$ cat src/rtl/vga_pixel_scanner.sv
// VGA raster-timing initiator: divides the system clock to the pixel rate, scans
// p_row/p_col over the frame and registers blanked rgb plus active-low syncs.
module vga_pixel_scanner #(
    parameter int CLK_DIV   = 4,
    parameter int H_DISPLAY = 640,
    parameter int H_FRONT   = 16,
    parameter int H_SYNC    = 96,
    parameter int H_BACK    = 48,
    parameter int V_DISPLAY = 480,
    parameter int V_FRONT   = 10,
    parameter int V_SYNC    = 2,
    parameter int V_BACK    = 33
) (
    input  logic        clk,
    input  logic        reset,
    input  logic [11:0] color_data,
    output logic [9:0]  p_row,
    output logic [9:0]  p_col,
    output logic        video_on,
    output logic        pixel_tick,
    output logic        hsync,
    output logic        vsync,
    output logic [11:0] rgb,
    output logic        frame_start
);

    localparam int H_TOTAL = H_DISPLAY + H_FRONT + H_SYNC + H_BACK;
    localparam int V_TOTAL = V_DISPLAY + V_FRONT + V_SYNC + V_BACK;
    localparam int DIV_W   = (CLK_DIV > 1) ? $clog2(CLK_DIV) : 1;

    localparam logic [DIV_W-1:0] DIV_LAST = DIV_W'(CLK_DIV - 1);
    localparam logic [9:0] H_LAST     = 10'(H_TOTAL - 1);
    localparam logic [9:0] V_LAST     = 10'(V_TOTAL - 1);
    localparam logic [9:0] H_VIS      = 10'(H_DISPLAY);
    localparam logic [9:0] V_VIS      = 10'(V_DISPLAY);
    localparam logic [9:0] HS_START   = 10'(H_DISPLAY + H_FRONT);
    localparam logic [9:0] HS_END     = 10'(H_DISPLAY + H_FRONT + H_SYNC);
    localparam logic [9:0] VS_START   = 10'(V_DISPLAY + V_FRONT);
    localparam logic [9:0] VS_END     = 10'(V_DISPLAY + V_FRONT + V_SYNC);

    logic [DIV_W-1:0] div_cnt;
    logic [DIV_W-1:0] div_next;
    logic [9:0]       h_cnt;
    logic [9:0]       v_cnt;
    logic             line_end;
    logic             frame_end;
    logic             in_hsync;
    logic             in_vsync;

    always_comb begin
        div_next = (div_cnt == DIV_LAST) ? '0 : div_cnt + 1'b1;
    end

    assign line_end  = (h_cnt == H_LAST);
    assign frame_end = (v_cnt == V_LAST);
    assign in_hsync  = (h_cnt >= HS_START) && (h_cnt < HS_END);
    assign in_vsync  = (v_cnt >= VS_START) && (v_cnt < VS_END);
    assign video_on  = (h_cnt < H_VIS) && (v_cnt < V_VIS);
    assign p_col     = h_cnt;
    assign p_row     = v_cnt;

    // The strobe is registered from div_next so it is high exactly while
    // div_cnt sits at its last value, i.e. on the final clk of each pixel.
    // NOTE: sequential state uses non-blocking assignments so every register
    // samples pre-edge values, regardless of the order of always_ff blocks.
    always_ff @(posedge clk or posedge reset) begin
        if (reset) begin
            div_cnt    <= '0;
            pixel_tick <= 1'b0;
        end else begin
            div_cnt    <= div_next;
            pixel_tick <= (div_next == DIV_LAST);
        end
    end

    always_ff @(posedge clk or posedge reset) begin
        if (reset) begin
            h_cnt <= '0;
            v_cnt <= '0;
        end else if (pixel_tick) begin
            if (line_end) begin
                h_cnt <= '0;
                v_cnt <= frame_end ? '0 : v_cnt + 1'b1;
            end else begin
                h_cnt <= h_cnt + 1'b1;
            end
        end
    end

    // Output stage sees the pre-advance position, so pins trail p_row/p_col
    // by one pixel while rgb and both syncs stay aligned with each other.
    always_ff @(posedge clk or posedge reset) begin
        if (reset) begin
            rgb         <= '0;
            hsync       <= 1'b1;
            vsync       <= 1'b1;
            frame_start <= 1'b0;
        end else begin
            frame_start <= pixel_tick && line_end && frame_end;
            if (pixel_tick) begin
                rgb   <= video_on ? color_data : 12'h000;
                hsync <= ~in_hsync;
                vsync <= ~in_vsync;
            end
        end
    end

endmodule
$ cat config.mk
export PLATFORM = sky130hd
export DESIGN_NAME = vga_pixel_scanner
export DESIGN_NICKNAME = d
export VERILOG_FILES = /design/src/rtl/vga_pixel_scanner.sv
export SDC_FILE = /design/constraint.sdc
export NUM_CORES = 1
export LEC_CHECK = 0
export CAP_MARGIN = 5
export CORE_MARGIN = 5
export CORE_UTILIZATION = 51
export DETAILED_ROUTE_END_ITERATION = 6
export PLACE_DENSITY_LB_ADDON = 0.12
export REMOVE_ABC_BUFFERS = 1
export SETUP_SLACK_MARGIN = 0.1
export SYNTH_ARGS = -nofsm -noshare
export SYNTH_HDL_FRONTEND = slang
export SYNTH_SLANG_ARGS = --single-unit
$ cat constraint.sdc
create_clock -name clk -period 2.5 [get_ports clk]
set_input_delay 0.5 -clock clk [delete_from_list [all_inputs] [get_ports clk]]
set_output_delay 0.5 -clock clk [all_outputs]
set_load 0.02 [all_outputs]
==> metrics, run 1 <==
outcome=finished clean; #FFs+latches synth=38; ratio of cells with drive above 1 in the final layout=0.09167; Synth top area share=0.4901; clock skew=0.002723 ns; max-slew violations=0; Worst-Skew Late Latency=0.35 ns; ANT cells=0; Synth warnings=0; worst-margin pin slew=0.4730 ns; placed cells=278; Post-synth ARST share=1.000; worst hold slack=0.4692 ns; initial antenna violation count=0; GPL Wtd Cong=0.9085; fin nets=260; peak supply drop=0.0002924 V; initial cell density of the core=0.5381; post-route ant nets=0; family with the most delay on the worst path=buffers and inverters; Fmax=462.8 MHz; Worst Path Buf+Inv=1; Die X=70.03 um; register area=953.4 um^2; Final Worst Setup Slack=0.3393 ns; cts bufs inserted=5; Final period util=0.8643; TritonCTS clock tree=built; FILL cells=261; Iteration-0 DRC Markers=127; CP Cell Sequence=clkdlybuf4s50_1; Total GRT Usage=0.1837; critical path capture point type=output pin; Setup TNS=0 ns; maximum fanout along the worst path=13; final hold vios=0; Netlist cell types=39; Worst Path Required=2.00 ns; maximum root-to-sink buffer count=2; max-cap viol count=0; clock sink count=38; H-tree lvl count=2; final WL=4.149 mm; crit path time final=2.161 ns; EDFF count, synth=0; PwrDens=446.5 nW/um^2; cts hold-fix bufs=0; synthesized area=1838 um^2; FF-to-FF setup slack=0.75 ns; post-detail-place hpwl=3.011 mm; area of the multi-input gates=760.7 um^2; DR vias/cell=5.385; Synth Instances=187; Die Span Y=70.03 um; post_cts resized=1; buffers added on ports=50; grt ovf=0; drt pass-1 iters=4; routed len/inst=14.51 um; Clock Pin Slew Worst Setup and Hold Paths=0.11 ns; Main synth FF type=dfrtp_1; unrepaired setup endpoints after global routing=false; # rows=21; Slew HR=0.6847; Setup Fix Bufs, Post-CTS=0; HP Class=reg -> reg; synth-to-layout area growth=33.56%; DRC=0; critical path launch point type=flop; Avg Inst Size Synth=9.829 um^2; IO Count=51; Final setup viols=0; synth top area cells=dfrtp_1 49%, ha_1 4.8%, inv_1 4.5%, o22ai_1 4.4%, nand2_1 3.9%; sequential area share after synthesis=0.5187; largest net degree at the start of global routing=39; Non-Filler Instances=286; CP peak stage delay=0.69 ns; Power, Total=0.001096 W; CTS root buffer=clkbuf_4; Crit Path Category=reg -> out; Critical-path top delay cell=clkdlybuf4s50_1; first-pass GRT wire length=7.251 mm; core area=3416 um^2; leading area contributor after synthesis=dfrtp_1; Vias=1,540; Leak Pwr=1.057 nW; dpl ws=0.4839 ns; total die area=4904 um^2; vias in the first global route=1,597; crit path DAT=1.66 ns
layout by cell type, fill, tap and decap left out, drive strengths merged, types with 2 or more instances in the layout:
| cell type | synthesis | layout |
|---|---|---|
| a21oi | 4 | 4 |
| a31oi | 4 | 4 |
| and3 | 7 | 7 |
| and4 | 2 | 2 |
| buf | 3 | 3 |
| clkbuf | 5 | 8 |
| clkdlybuf4s50 | 0 | 49 |
| dfrtp | 36 | 36 |
| dfstp | 2 | 2 |
| ha | 7 | 7 |
| inv | 22 | 22 |
| nand2 | 19 | 19 |
| nand3 | 10 | 10 |
| nand4 | 6 | 6 |
| nor2 | 8 | 8 |
| nor2b | 2 | 2 |
| nor3 | 3 | 3 |
| o21ai | 12 | 12 |
| o22ai | 13 | 13 |
| xnor2 | 6 | 6 |
| xor2 | 2 | 2 |
layout make-up:
cell class,count,area share
clock buffer,8,0.03211
inverter,22,0.03364
multi-input combinational,119,0.3099
sequential,38,0.3884
tap,46,0.02345
timing repair buffer,53,0.2125
cell usage after synthesis (4+ instances only):
library cell,number
dfrtp_1,36
inv_1,22
nand2_1,19
o22ai_1,13
o21ai_0,11
nand3_1,10
nor2_1,8
ha_1,7
nand4_1,6
xnor2_1,6
a21oi_1,4
a31oi_1,4
and3_1,4
clkbuf_1,4
worst reg2reg max path, cell delays in order, from the launching register on:
cell and delay (ns):
dfrtp_1 0.62, and2_2 0.33, nand4_1 0.26, or3_1 0.38, o21ai_0 0.09
path summary, 6_finish.rpt:
check	from	to	cells after the start
worst max-delay path	pixel_tick	pixel_tick	1
worst max register to register	pixel_tick	p_row[3]	4
min in group asynchronous	reset	rgb[9]	3
worst min register to register	div_cnt[0]	div_cnt[0]	1
worst min-delay path	div_cnt[0]	div_cnt[0]	1
max in group asynchronous	reset	vsync	3
registers in the layout, summed over array words and instances (netlist names):
signal and count:
div_cnt 2, frame_start 1, hsync 1, p_col 10, p_row 10, pixel_tick 1
rgb 12, vsync 1
per-stage QoR:
step           area, um^2    util
6_report             2455  0.7187
4_1_cts              2455  0.7187
2_1_floorplan        1797       -
3_3_place_gp         2377  0.6960
5_1_grt              2455  0.7187
3_5_place_dp         2377  0.6960
routing by layer:
metal,wire (um),global-route usage,vias to the layer above
met1,1783,0.2289,732
met4,75,0.07660,0
met2,2048,0.3012,46
met5,0,0,-
li1,-,-,755
met3,240,0.04878,7
power by group:
part           switching [W]  total (W)  internal [W]
logic              0.0000363  0.0000767     0.0000403
registers         0.00000533   0.000630      0.000624
clock network       0.000198   0.000390      0.000192
cell families after synthesis:
kind of cell	Yosys count	share of synthesized area
simple gates	66	0.2029
flops	38	0.5187
xor+xnor	8	0.03812
mux	1	0.005446
fa+ha+maj	7	0.04765
compound gates	37	0.1198
buf+inv	30	0.06739
No activity file was read; power rests on OpenSTA's default activity.
==> run 2, diff against run 1 <==
GPL_ROUTABILITY_DRIVEN = 0   (was default)
SLEW_MARGIN = 25   (was default)
==> results of run 2 <==
No change in the layout: final DEF, timing and power equal those of run 1.
==> run 3, diff against run 2 <==
GPL_TIMING_DRIVEN = 0   (was default)
HOLD_SLACK_MARGIN = 0.1   (was default)
==> metrics, run 3 (same netlist as run 1, synthesis figures left out) <==
outcome=finished clean (unchanged); Crit Path Category=reg -> out (unchanged); fin area=2460 um^2 (was 2455 um^2); dpl ws=-0.04217 ns (was 0.4839 ns); maximum fanout along the worst path=37 (was 13); post-detail-place hpwl=3.069 mm (was 3.011 mm); register area=957.2 um^2 (was 953.4 um^2); Worst-Skew Late Latency=0.34 ns (was 0.35 ns); FF-to-FF setup slack=0.75 ns (about the same); Leak Pwr=1.048 nW (was 1.057 nW); IO Count=51 (unchanged); CP Cell Sequence=clkdlybuf4s50_1 (unchanged); NetSw=0.0002432 W (was 0.0002393 W); DR vias/cell=5.361 (was 5.385); H-tree lvl count=2 (unchanged); Final period util=0.8750 (was 0.8643); CTS root buffer=clkbuf_4 (unchanged); worst-margin pin slew=0.3982 ns (was 0.4730 ns); Slew HR=0.7342 (was 0.6847); Critical-path top delay cell=clkdlybuf4s50_1 (unchanged); max FFs per register=12 (unchanged); Fmax=457.2 MHz (was 462.8 MHz); Worst Setup SP=pixel_tick (unchanged); Final setup viols=0 (unchanged); synth-to-layout area growth=33.83% (was 33.56%); initial antenna violation count=0 (unchanged); grt ovf=0 (unchanged); vias in the first global route=1,561 (was 1,597); area of the multi-input gates=760.7 um^2 (unchanged); Power, Total=0.001046 W (was 0.001096 W); top layer reached by signal wires=met4 (unchanged); Total GRT Usage=0.1899 (was 0.1837); clock skew=0.003542 ns (was 0.002723 ns); critical path capture point type=output pin (unchanged); PwrDens=425.4 nW/um^2 (was 446.5 nW/um^2); Die X=70.03 um (unchanged); DRC=0 (unchanged); drt pass-1 iters=4 (unchanged); post-route ant nets=0 (unchanged); fin nets=259 (was 260); leading cell type in the layout, fill and taps excluded=clkdlybuf4s50_1 (unchanged); Vias=1,528 (was 1,540); core area=3416 um^2 (unchanged); FILL cells=250 (was 261); combinational share of power=0.078 (was 0.070); Critical R2R Launch=pixel_tick (unchanged); Sw Ratio=0.2324 (was 0.2183); clock sink count=38 (unchanged); ANT cells=0 (unchanged); peak supply drop=0.0004216 V (was 0.0002924 V); Die Span Y=70.03 um (unchanged); Final Worst Setup Slack=0.3126 ns (was 0.3393 ns); crit path time final=2.187 ns (was 2.161 ns); total die area=4904 um^2 (unchanged); family with the most delay on the worst path=buffers and inverters (unchanged); largest net degree at the start of global routing=38 (was 39); final WL=4.247 mm (was 4.149 mm); final hold vios=0 (unchanged); Worst Path Required=2.00 ns (about the same); most frequent cells in the layout=49 x clkdlybuf4s50_1, 35 x dfrtp_1, 21 x inv_1 (was 49 x clkdlybuf4s50_1, 36 x dfrtp_1, 22 x inv_1); Setup TNS=0 ns (unchanged); unrepaired setup endpoints after global routing=false (unchanged); cts hold-fix bufs=0 (unchanged); maximum root-to-sink buffer count=2 (unchanged); M1 WL=1.764 mm (was 1.783 mm); DR WL met2=2.208 mm (was 2.048 mm); buffers added on ports=50 (unchanged); Internal=0.0008032 W (was 0.0008568 W); CP peak stage delay=0.68 ns (was 0.69 ns); Clk pwr share=0.320 (was 0.356); first-pass GRT wire length=7.424 mm (was 7.251 mm); Reg with most FFs=rgb (unchanged); HP Class=in -> async (was reg -> reg); Clock Pin Slew Worst Setup and Hold Paths=0.11 ns (about the same); critical path launch point type=flop (unchanged); Worst Path Buf+Inv=1 (unchanged); cts bufs inserted=5 (unchanged); placed inst area=2382 um^2 (was 2377 um^2); Iteration-0 DRC Markers=103 (was 127); TritonCTS clock tree=built (unchanged); max-slew violations=0 (unchanged); Flop pwr share=0.602 (was 0.574); WL met3=209 um (was 240 um); # rows=21 (unchanged); routed len/inst=14.90 um (was 14.51 um); ratio of cells with drive above 1 in the final layout=0.09623 (was 0.09167); initial cell density of the core=0.5381 (unchanged); max-cap viol count=0 (unchanged); crit path DAT=1.69 ns (was 1.66 ns)
## run 3: changes by cell type in the layout (fill, tap and decap cells not counted), sizes merged
cell / delta
clkinv: +1
dlymetal6s2s: +1
buf: -1
dlygate4sd2: -1
clkbuf: -2
clkinvlp: +1
## run 3: worst paths after layout
path	end	cells after the start
max	pixel_tick	1
min	p_col[3]	2
max reg2reg	p_row[3]	4
min reg2reg	div_cnt[0]	1
max in group asynchronous	vsync	3
min in group clk	div_cnt[0]	1
## run 3: stage by stage
stage	util	hold WS [ns]	instances
after floorplan	-	0.4223	179
after global placement	0.6894	0.4334	275
after detailed placement	0.6974	0.4530	276
after CTS	0.7187	0.4544	285
after global routing	0.7201	0.4646	285
final	0.7201	0.4525	285
## run 3: area by class of cell
type                       instances  area share
clock buffer                       6     0.02085
tap                               46     0.02340
sequential                        38      0.3891
timing repair buffer              52      0.2187
inverter                          22     0.03357
multi-input combinational        119      0.3093
clock inverter                     2    0.005086
## run 3: repair_timing
action / in CTS / in global routing
buffers inserted: 1 / 0
pin swaps: 1 / 0
gates resized for setup: 1 / 3
endpoints found under the setup margin: 2 / 2
## run 3: layer usage
layer  up-vias  track usage
met5         -            0
met4         0      0.06383
met3         7      0.05739
met2        38       0.3211
met1       726       0.2302
li1        757            -
## run 3: power by group through the flow
stage          Clock [W]  Combinational, W  Sequential, W
5_1_grt         0.000377         0.0000880       0.000631
3_5_place_dp           0         0.0000832       0.000642
6_report        0.000335         0.0000816       0.000630
2_1_floorplan          0         0.0000177       0.000654
3_3_place_gp           0         0.0000756       0.000641
4_1_cts         0.000343         0.0000834       0.000630
